<file path="src/rtl/logic_slice_engine_pkg.sv">
// logic_slice_engine_pkg: shared op and FSM state encodings for the slice engine.
// Contents: op_e (AND/OR/XOR/XOR_ALT), state_e (IDLE/RUN/DONE).
package logic_slice_engine_pkg;

    typedef enum logic [1:0] {
        OP_AND     = 2'd0,
        OP_OR      = 2'd1,
        OP_XOR     = 2'd2,
        OP_XOR_ALT = 2'd3
    } op_e;

    typedef enum logic [1:0] {
        IDLE = 2'd0,
        RUN  = 2'd1,
        DONE = 2'd2
    } state_e;

endpackage

</file>
<file path="src/rtl/logic_slice_engine_logical_unit.sv">
// logical_unit: combinational WIDTH-bit AND/OR/XOR unit.
// Ports: term0_i, term1_i operands; sel_i op select (0 AND, 1 OR, 2/3 XOR); result_o result.
module logical_unit
    import logic_slice_engine_pkg::*;
#(
    parameter int WIDTH = 8
) (
    input  logic [WIDTH-1:0] term0_i,
    input  logic [WIDTH-1:0] term1_i,
    input  logic [1:0]       sel_i,
    output logic [WIDTH-1:0] result_o
);

    always_comb
        result_o = (sel_i == OP_AND) ? (term0_i & term1_i) :
                   (sel_i == OP_OR)  ? (term0_i | term1_i) :
                                       (term0_i ^ term1_i);

endmodule

</file>
<file path="src/rtl/logic_slice_engine.sv">
// logic_slice_engine: multi-cycle AND/OR/XOR engine processing CHUNK-bit slices, LSB first.
// Ports: clk, rst_n (async active-low); req_valid/req_ready/req_term0/req_term1/req_sel request
// channel; rsp_valid/rsp_ready/rsp_result response channel; busy while in RUN or DONE.
// Optional macro LOGIC_ZERO_FLAG_EN adds rsp_zero (result all-zero, valid with rsp_valid).
module logic_slice_engine
    import logic_slice_engine_pkg::*;
#(
    parameter int WIDTH = 32,
    parameter int CHUNK = 8
) (
    input  logic             clk,
    input  logic             rst_n,
    input  logic             req_valid,
    output logic             req_ready,
    input  logic [WIDTH-1:0] req_term0,
    input  logic [WIDTH-1:0] req_term1,
    input  logic [1:0]       req_sel,
    output logic             rsp_valid,
    input  logic             rsp_ready,
    output logic [WIDTH-1:0] rsp_result,
`ifdef LOGIC_ZERO_FLAG_EN
    output logic             rsp_zero,
`endif
    output logic             busy
);

    localparam int N  = WIDTH / CHUNK;
    localparam int CW = (N > 1) ? $clog2(N) : 1;
    localparam logic [CW-1:0] LAST = CW'(N - 1);

    state_e           state_q, state_d;
    logic [CW-1:0]    cnt_q, cnt_d;
    logic [WIDTH-1:0] t0_q, t1_q, res_q, res_d;
    logic [1:0]       sel_q;
    logic [CHUNK-1:0] slice_y;
    logic             accept;
`ifdef LOGIC_ZERO_FLAG_EN
    logic             nz_q, nz_d;
`endif

    assign accept = (state_q == IDLE) && req_valid;

    logical_unit #(.WIDTH(CHUNK)) u_lu (
        .term0_i  (t0_q[cnt_q*CHUNK +: CHUNK]),
        .term1_i  (t1_q[cnt_q*CHUNK +: CHUNK]),
        .sel_i    (sel_q),
        .result_o (slice_y)
    );

    always_comb begin
        state_d = state_q;
        cnt_d   = cnt_q;
        res_d   = res_q;
`ifdef LOGIC_ZERO_FLAG_EN
        nz_d    = nz_q;
`endif
        case (state_q)
            IDLE: if (req_valid) begin
                state_d = RUN;
                cnt_d   = '0;
                res_d   = '0;
`ifdef LOGIC_ZERO_FLAG_EN
                nz_d    = 1'b0;
`endif
            end
            RUN: begin
                res_d[cnt_q*CHUNK +: CHUNK] = slice_y;
`ifdef LOGIC_ZERO_FLAG_EN
                nz_d  = nz_q | (|slice_y);
`endif
                cnt_d = cnt_q + 1'b1;
                if (cnt_q == LAST) state_d = DONE;
            end
            DONE: if (rsp_ready) state_d = IDLE;
            default: state_d = IDLE;
        endcase
    end

    always_ff @(posedge clk or negedge rst_n) begin
        if (!rst_n) begin
            state_q <= IDLE;
            cnt_q   <= '0;
            res_q   <= '0;
            t0_q    <= '0;
            t1_q    <= '0;
            sel_q   <= '0;
`ifdef LOGIC_ZERO_FLAG_EN
            nz_q    <= 1'b0;
`endif
        end else begin
            state_q <= state_d;
            cnt_q   <= cnt_d;
            res_q   <= res_d;
`ifdef LOGIC_ZERO_FLAG_EN
            nz_q    <= nz_d;
`endif
            if (accept) begin
                t0_q  <= req_term0;
                t1_q  <= req_term1;
                sel_q <= req_sel;
            end
        end
    end

    assign req_ready  = (state_q == IDLE);
    assign rsp_valid  = (state_q == DONE);
    assign busy       = (state_q != IDLE);
    assign rsp_result = res_q;
`ifdef LOGIC_ZERO_FLAG_EN
    // Gated with DONE so the flag reads 0 out of reset and between responses.
    assign rsp_zero   = (state_q == DONE) && !nz_q;
`endif

endmodule

</file>
<file path="config.mk">
export PLATFORM = sky130hd
export DESIGN_NAME = logic_slice_engine
export DESIGN_NICKNAME = d
export VERILOG_FILES = /design/src/rtl/logic_slice_engine_pkg.sv /design/src/rtl/logic_slice_engine_logical_unit.sv /design/src/rtl/logic_slice_engine.sv
export SDC_FILE = /design/constraint.sdc
export NUM_CORES = 1
export LEC_CHECK = 0
export BUFFER_PORTS_ARGS = -buffer_cell sky130_fd_sc_hd__buf_2
export CAP_MARGIN = 5
export CORE_UTILIZATION = 42
export DETAILED_ROUTE_END_ITERATION = 7
export GPL_TIMING_DRIVEN = 0
export PLACE_DENSITY_LB_ADDON = 0.1
export SLEW_MARGIN = 20
export SYNTH_ARGS = -nofsm -noshare
export SYNTH_HDL_FRONTEND = slang
export SYNTH_SLANG_ARGS = --single-unit
</file>
<file path="constraint.sdc">
create_clock -name clk -period 3.4 [get_ports clk]
set_input_delay 0.68 -clock clk [delete_from_list [all_inputs] [get_ports clk]]
set_output_delay 0.68 -clock clk [all_outputs]
set_load 0.01 [all_outputs]
</file>
After elaboration in Yosys (flattened, before gate mapping) --
Index checks and enable logic that the tools add are counted.
Operators by class: add/sub/neg operators 2, equal/unequal tests 7, shift-type cells 4, mux-type cells 11, bitwise gates (word level) 3, reductions and logical operators 7
Operators with widths (count):
- $pmux 32 s2 | 1
- $shiftx 32x6->8 | 2
- $neg 5->34 | 1
- $shift 8x34->32 const A | 1
- $shiftx 8x34->32 | 1
- $bwmux 32 | 1
- $mux 32 | 1
- $mux 8 | 2
- $and 8x8->8 | 1
- $mux 2 | 4
- $or 8x8->8 | 1
- $xor 8x8->8 | 1
- $pmux 2 s3 | 1
- $eq 2x1->1 const B | 2
- $eq 2x2->1 const B | 2
- $logic_not 2->1 | 2
- $ne 2x2->1 const B | 2
- $pmux 2 s2 | 1
- $reduce_bool 2->1 | 2
- $reduce_and 3->1 | 1
- $add 2x1->2 const B | 1
- $ne 2x1->1 const B | 1
- $reduce_and 2->1 | 1
- $logic_and 1x1->1 | 1
Storage, ports and cells: bits in registers 102, input port bits 70, logic and storage cells 40

Longest topological paths before layout --
depth in word-level cells 7, mapped depth 8

Modules after synthesis --
A second synthesis with hierarchy kept.
Unflattened totals: cells, all modules 334, area, all modules 5111.2 um2
Modules (own cells, without submodules):
- logic_slice_engine | instances 1, cells each 268, area an instance 4559.4 um2, seq. area each 2552.4 um2
- logical_unit | instances 1, cells each 66, area an instance 551.8 um2, seq. area each 0.0 um2

Worst setup path before layout --
No wires, ideal clock.
path kind reg2reg, from register cnt_q[0], to register res_q[10] (netlist: rsp_result[10]), library setup time 0.134 ns, arrival time 2.011 ns, data required time 3.266 ns, setup slack 1.255 ns, cell stages (with the launch flop) 8, buffers on the path 2, path through dfrtp_1 > buf_4 > buf_4 > mux4_2 > ha_1 > and2b_1 > o31ai_1 > o2bb2ai_1
On the way: cells in the longest elaborated chain, start to end 7, elaborated cells between the ends (all ways) 12
RTL lines:
- start: declaration | line logic_slice_engine.sv:32 | logic [CW-1:0] cnt_q, cnt_d;
- start signal: assignment | line logic_slice_engine.sv:92 | cnt_q <= cnt_d;
- $shiftx 32x6->8 (on tied branches) | line logic_slice_engine.sv:44, logic_slice_engine.sv:45
- $xor 8x8->8 / $or 8x8->8 (equally long branches) | line logic_slice_engine_logical_unit.sv:17, logic_slice_engine_logical_unit.sv:16
- $mux 8 | line logic_slice_engine_logical_unit.sv:16 | (sel_i == OP_OR) ? (term0_i | term1_i) :
- $mux 8 | line logic_slice_engine_logical_unit.sv:15 | result_o = (sel_i == OP_AND) ? (term0_i & term1_i) :
- $shiftx 8x34->32 | line logic_slice_engine.sv:67 | res_d[cnt_q*CHUNK +: CHUNK] = slice_y;
- $bwmux 32 (*) | line logic_slice_engine.sv:67
- $pmux 32 s2 (*) | line logic_slice_engine.sv:57 | case (state_q)
- end signal: assignment | line logic_slice_engine.sv:93 | res_q <= res_d;
- end: declaration | line logic_slice_engine.sv:33 | logic [WIDTH-1:0] t0_q, t1_q, res_q, res_d;
Every way passes the cells marked *; elsewhere a longest branch is shown, timed or not. A chain may end at the register's enable or synchronous reset.

Final worst setup path --
Same ends and word-level chain as after synthesis.

==> reports/qor.log <==
qor: cts.hold_buffer_count_at_cts 0
qor: worst_setup_path.critical_path.startpoint_type flop
qor: timing.final.setup_skew 7.68 ps
qor: drt.routed_wire_length_per_instance 18.3 um
qor: run_status.run_status finished, violations left
qor: yosys.synth_fp_nets 428
qor: grt.grtUsageTotal 0.195
qor: drt.first_pass_iters 6
qor: yosys.synth_seq_area_share 0.509
qor: drt.ant_nets_after_route 0
qor: layout.final_util 0.528
qor: die.chipWidth 111 um
qor: worst_setup_path.setup.worst_path.start cnt_q[0]$_DFFE_PN0P_
qor: grt.first_global_vias 3,294
qor: layout.finalNonFillerCells 602
qor: pwr.power.static_leakage 3.01 nW
qor: drt.vias 3,165
qor: yosys.post_synth_inst_count 338
qor: worst_setup_path.critical_path_arrival 2850 ps
qor: yosys.post_synth_edffs 0
qor: yosys.ys_top_cells_by_area sky130_fd_sc_hd__dfrtp_1 51%, sky130_fd_sc_hd__mux2_4 12%, sky130_fd_sc_hd__mux4_2 7.2%, sky130_fd_sc_hd__mux2_2 5.8%, sky130_fd_sc_hd__ha_1 5.0%
qor: timing.fmax 377 MHz
qor: cts.tritoncts built
qor: yosys.postSynthAreaPerCell 14.8 sq um
qor: layout.area_growth_syn_to_layout 21.3%
qor: yosys.synthesis_warnings 0
qor: timing.layout_worst_path_cycle_share 0.780
qor: timing.rsz0062_at_grt false
qor: run_status.failed_checks design-rule violations
qor: timing.least_margin_pin_slew 760 ps
qor: pwr.maximum_vdd_drop 359 uV
qor: layout.layout.cells.most_common sky130_fd_sc_hd__buf_2
qor: placed_design.place.detailed.hpwl 8.09 mm
qor: drt.drc 18
qor: grt.overflow 0
qor: die.start_util 0.435
qor: die.boundaryPins 105
qor: yosys.syn_std_cell_area 5010 sq um
qor: worst_setup_path.crit_required 3600 ps
qor: yosys.cell_type_contributing_the_most_total_cell_area_after_synthesis sky130_fd_sc_hd__dfrtp_1
qor: timing.holdWs 192 ps
qor: job.cap_violations 0
qor: die.rows 39
qor: die.fp.dieArea 12,400 sq um
qor: cts.cts_setup_buffers 0
qor: drt.detailedRoute.firstIterationViolations 185
qor: cts.clk_pin_slew_worst_paths 70 ps
qor: timing.tightest_slew_margin_relative_to_the_limit 0.489
qor: layout.num_antenna_cells 0
qor: cts.clock_sinks 102
qor: worst_hold_path.worstHoldPathType input pin to async pin
qor: yosys.post_synth_num_cell_types 38
qor: placed_design.finalWeightedCongestion 0.763
qor: cts.cts_buffers 9
qor: die.core-area 11,500 sq um
qor: cts.clockRootBuffer sky130_fd_sc_hd__clkbuf_16
qor: grt.grt_first_pass_wirelength 18.3 mm
qor: placed_design.port_buffers 104
qor: yosys.yosys_most_used_dff sky130_fd_sc_hd__dfrtp_1
qor: drt.drt-vias-per-instance 5.26
qor: grt.pin_count_of_the_biggest_net_entering_global_routing 77
qor: worst_setup_path.r2r-start cnt_q[0]$_DFFE_PN0P_
qor: yosys.synth_seq_cells 102
qor: grt.grt_antenna_before_repair 0
qor: worst_setup_path.timing.critical_path.fanout_max 10
qor: layout.drive_gt1_frac 0.495
qor: layout.nNetsFinal 544
qor: worst_setup_path.endpoint_kind flop
qor: layout.most-common-layout-cells 107 x sky130_fd_sc_hd__buf_2, 102 x sky130_fd_sc_hd__dfrtp_1, 40 x sky130_fd_sc_hd__mux2_4
qor: timing.number_of_failing_setup_endpoints_in_the_final_timing_report 0
qor: cts.cts_buffer_depth 2
qor: worst_setup_path.criticalPathCategory flop to flop
qor: timing.slew_viol_final 0
qor: timing.hold_viol 0
qor: placed_design.placedCellCount 586
qor: drt.totalWireLength 11.0 mm
qor: yosys.synth_async_sr_flop_share 1.00
qor: timing.final.min_clock_period 2650 ps
qor: die.floorplan.die.height 111 um
qor: cts.cts_resized 0
qor: timing.setup-tns-final 0 ps
qor: cts.insertion_delay 340 ps
qor: pwr.p_per_area 1010 nW/um^2
qor: cts.clock_tree.htree_level_count 3
qor: yosys.synth_top_area_frac 0.509
==> final timing paths <==
| path | endpoint | slack, ps | cells after the start |
|---|---|---|---|
| min in group clk | rsp_result[18]$_DFFE_PN0P_ | 490 | 1 |
| max reg2reg | rsp_result[10]$_DFFE_PN0P_ | 750 | 7 |
| max | rsp_result[10]$_DFFE_PN0P_ | 750 | 7 |
| min reg2reg | rsp_result[18]$_DFFE_PN0P_ | 490 | 1 |
| min | rsp_result[9]$_DFFE_PN0P_ | 190 | 1 |
| max in group asynchronous | state_q[0]$_DFFE_PN0P_ | 2540 | 2 |
==> registers in the layout, summed over array words and instances (netlist names) <==
name / cells
rsp_result: 32
state_q: 2
t0_q: 32
cnt_q: 2
sel_q: 2
t1_q: 32
==> report_power, final <==
part,switching [W],internal (W)
Clock,0.000436,0.000705
Combinational,0.00143,0.00154
Sequential,0.000289,0.00173
==> critical path, cell delays in order, from the launching register on <==
cell	delay [ps]
sky130_fd_sc_hd__dfrtp_1	380
sky130_fd_sc_hd__buf_4	190
sky130_fd_sc_hd__buf_4	260
sky130_fd_sc_hd__mux4_2	570
sky130_fd_sc_hd__ha_1	210
sky130_fd_sc_hd__and2b_1	150
sky130_fd_sc_hd__o31ai_1	620
sky130_fd_sc_hd__o2bb2ai_1	120
==> kinds of logic (layout without fill, tap and decap cells) <==
| group | after synthesis | after routing | synth area share |
|---|---|---|---|
| multiplexers | 82 | 82 | 0.250 |
| flip-flops | 102 | 102 | 0.509 |
| AO/OA/AOI/OAI | 49 | 49 | 0.0818 |
| adder cells (fa/ha/maj) | 20 | 20 | 0.0499 |
| buffers and inverters | 39 | 160 | 0.0514 |
| AND/OR/NAND/NOR | 46 | 46 | 0.0579 |
==> per-stage QoR <==
stage	worst slack (ps)	power [W]	area, sq um
5_1_grt	505	0.00659	6080
3_3_place_gp	551	0.00494	5710
2_1_floorplan	1260	0.00421	5010
3_5_place_dp	721	0.00505	5750
6_report	747	0.00613	6080
4_1_cts	699	0.00622	6080
==> metal layers <==
metal / global-route usage / routed length, um / vias up
met2: 0.313 / 5320 / 79
met5: 0 / 0 / -
met1: 0.262 / 5070 / 1603
met3: 0.0350 / 451 / 12
met4: 0.0784 / 164 / 0
li1: - / - / 1471
==> synthesized netlist by cell type (all sizes together) (5+ instances only) <==
cell / count
o31ai: 8
nor2b: 5
mux2: 66
nand2: 12
o2bb2ai: 8
a22o: 26
nor2: 6
ha: 20
dfrtp: 102
inv: 20
mux4: 16
buf: 16
and2: 7
==> layout make-up <==
| type | instances | area, sq um |
|---|---|---|
| fillers | 974 | 5430 |
| flip-flops and latches | 102 | 2550 |
| multi-input cells | 197 | 2200 |
| repair buffers | 105 | 554 |
| clock buffers | 13 | 270 |
| plain buffers | 19 | 183 |
| well taps | 143 | 179 |
| inverters | 20 | 75.1 |
| clock inverters | 3 | 65.1 |
Note: power is estimated with default switching activity, not from simulation.
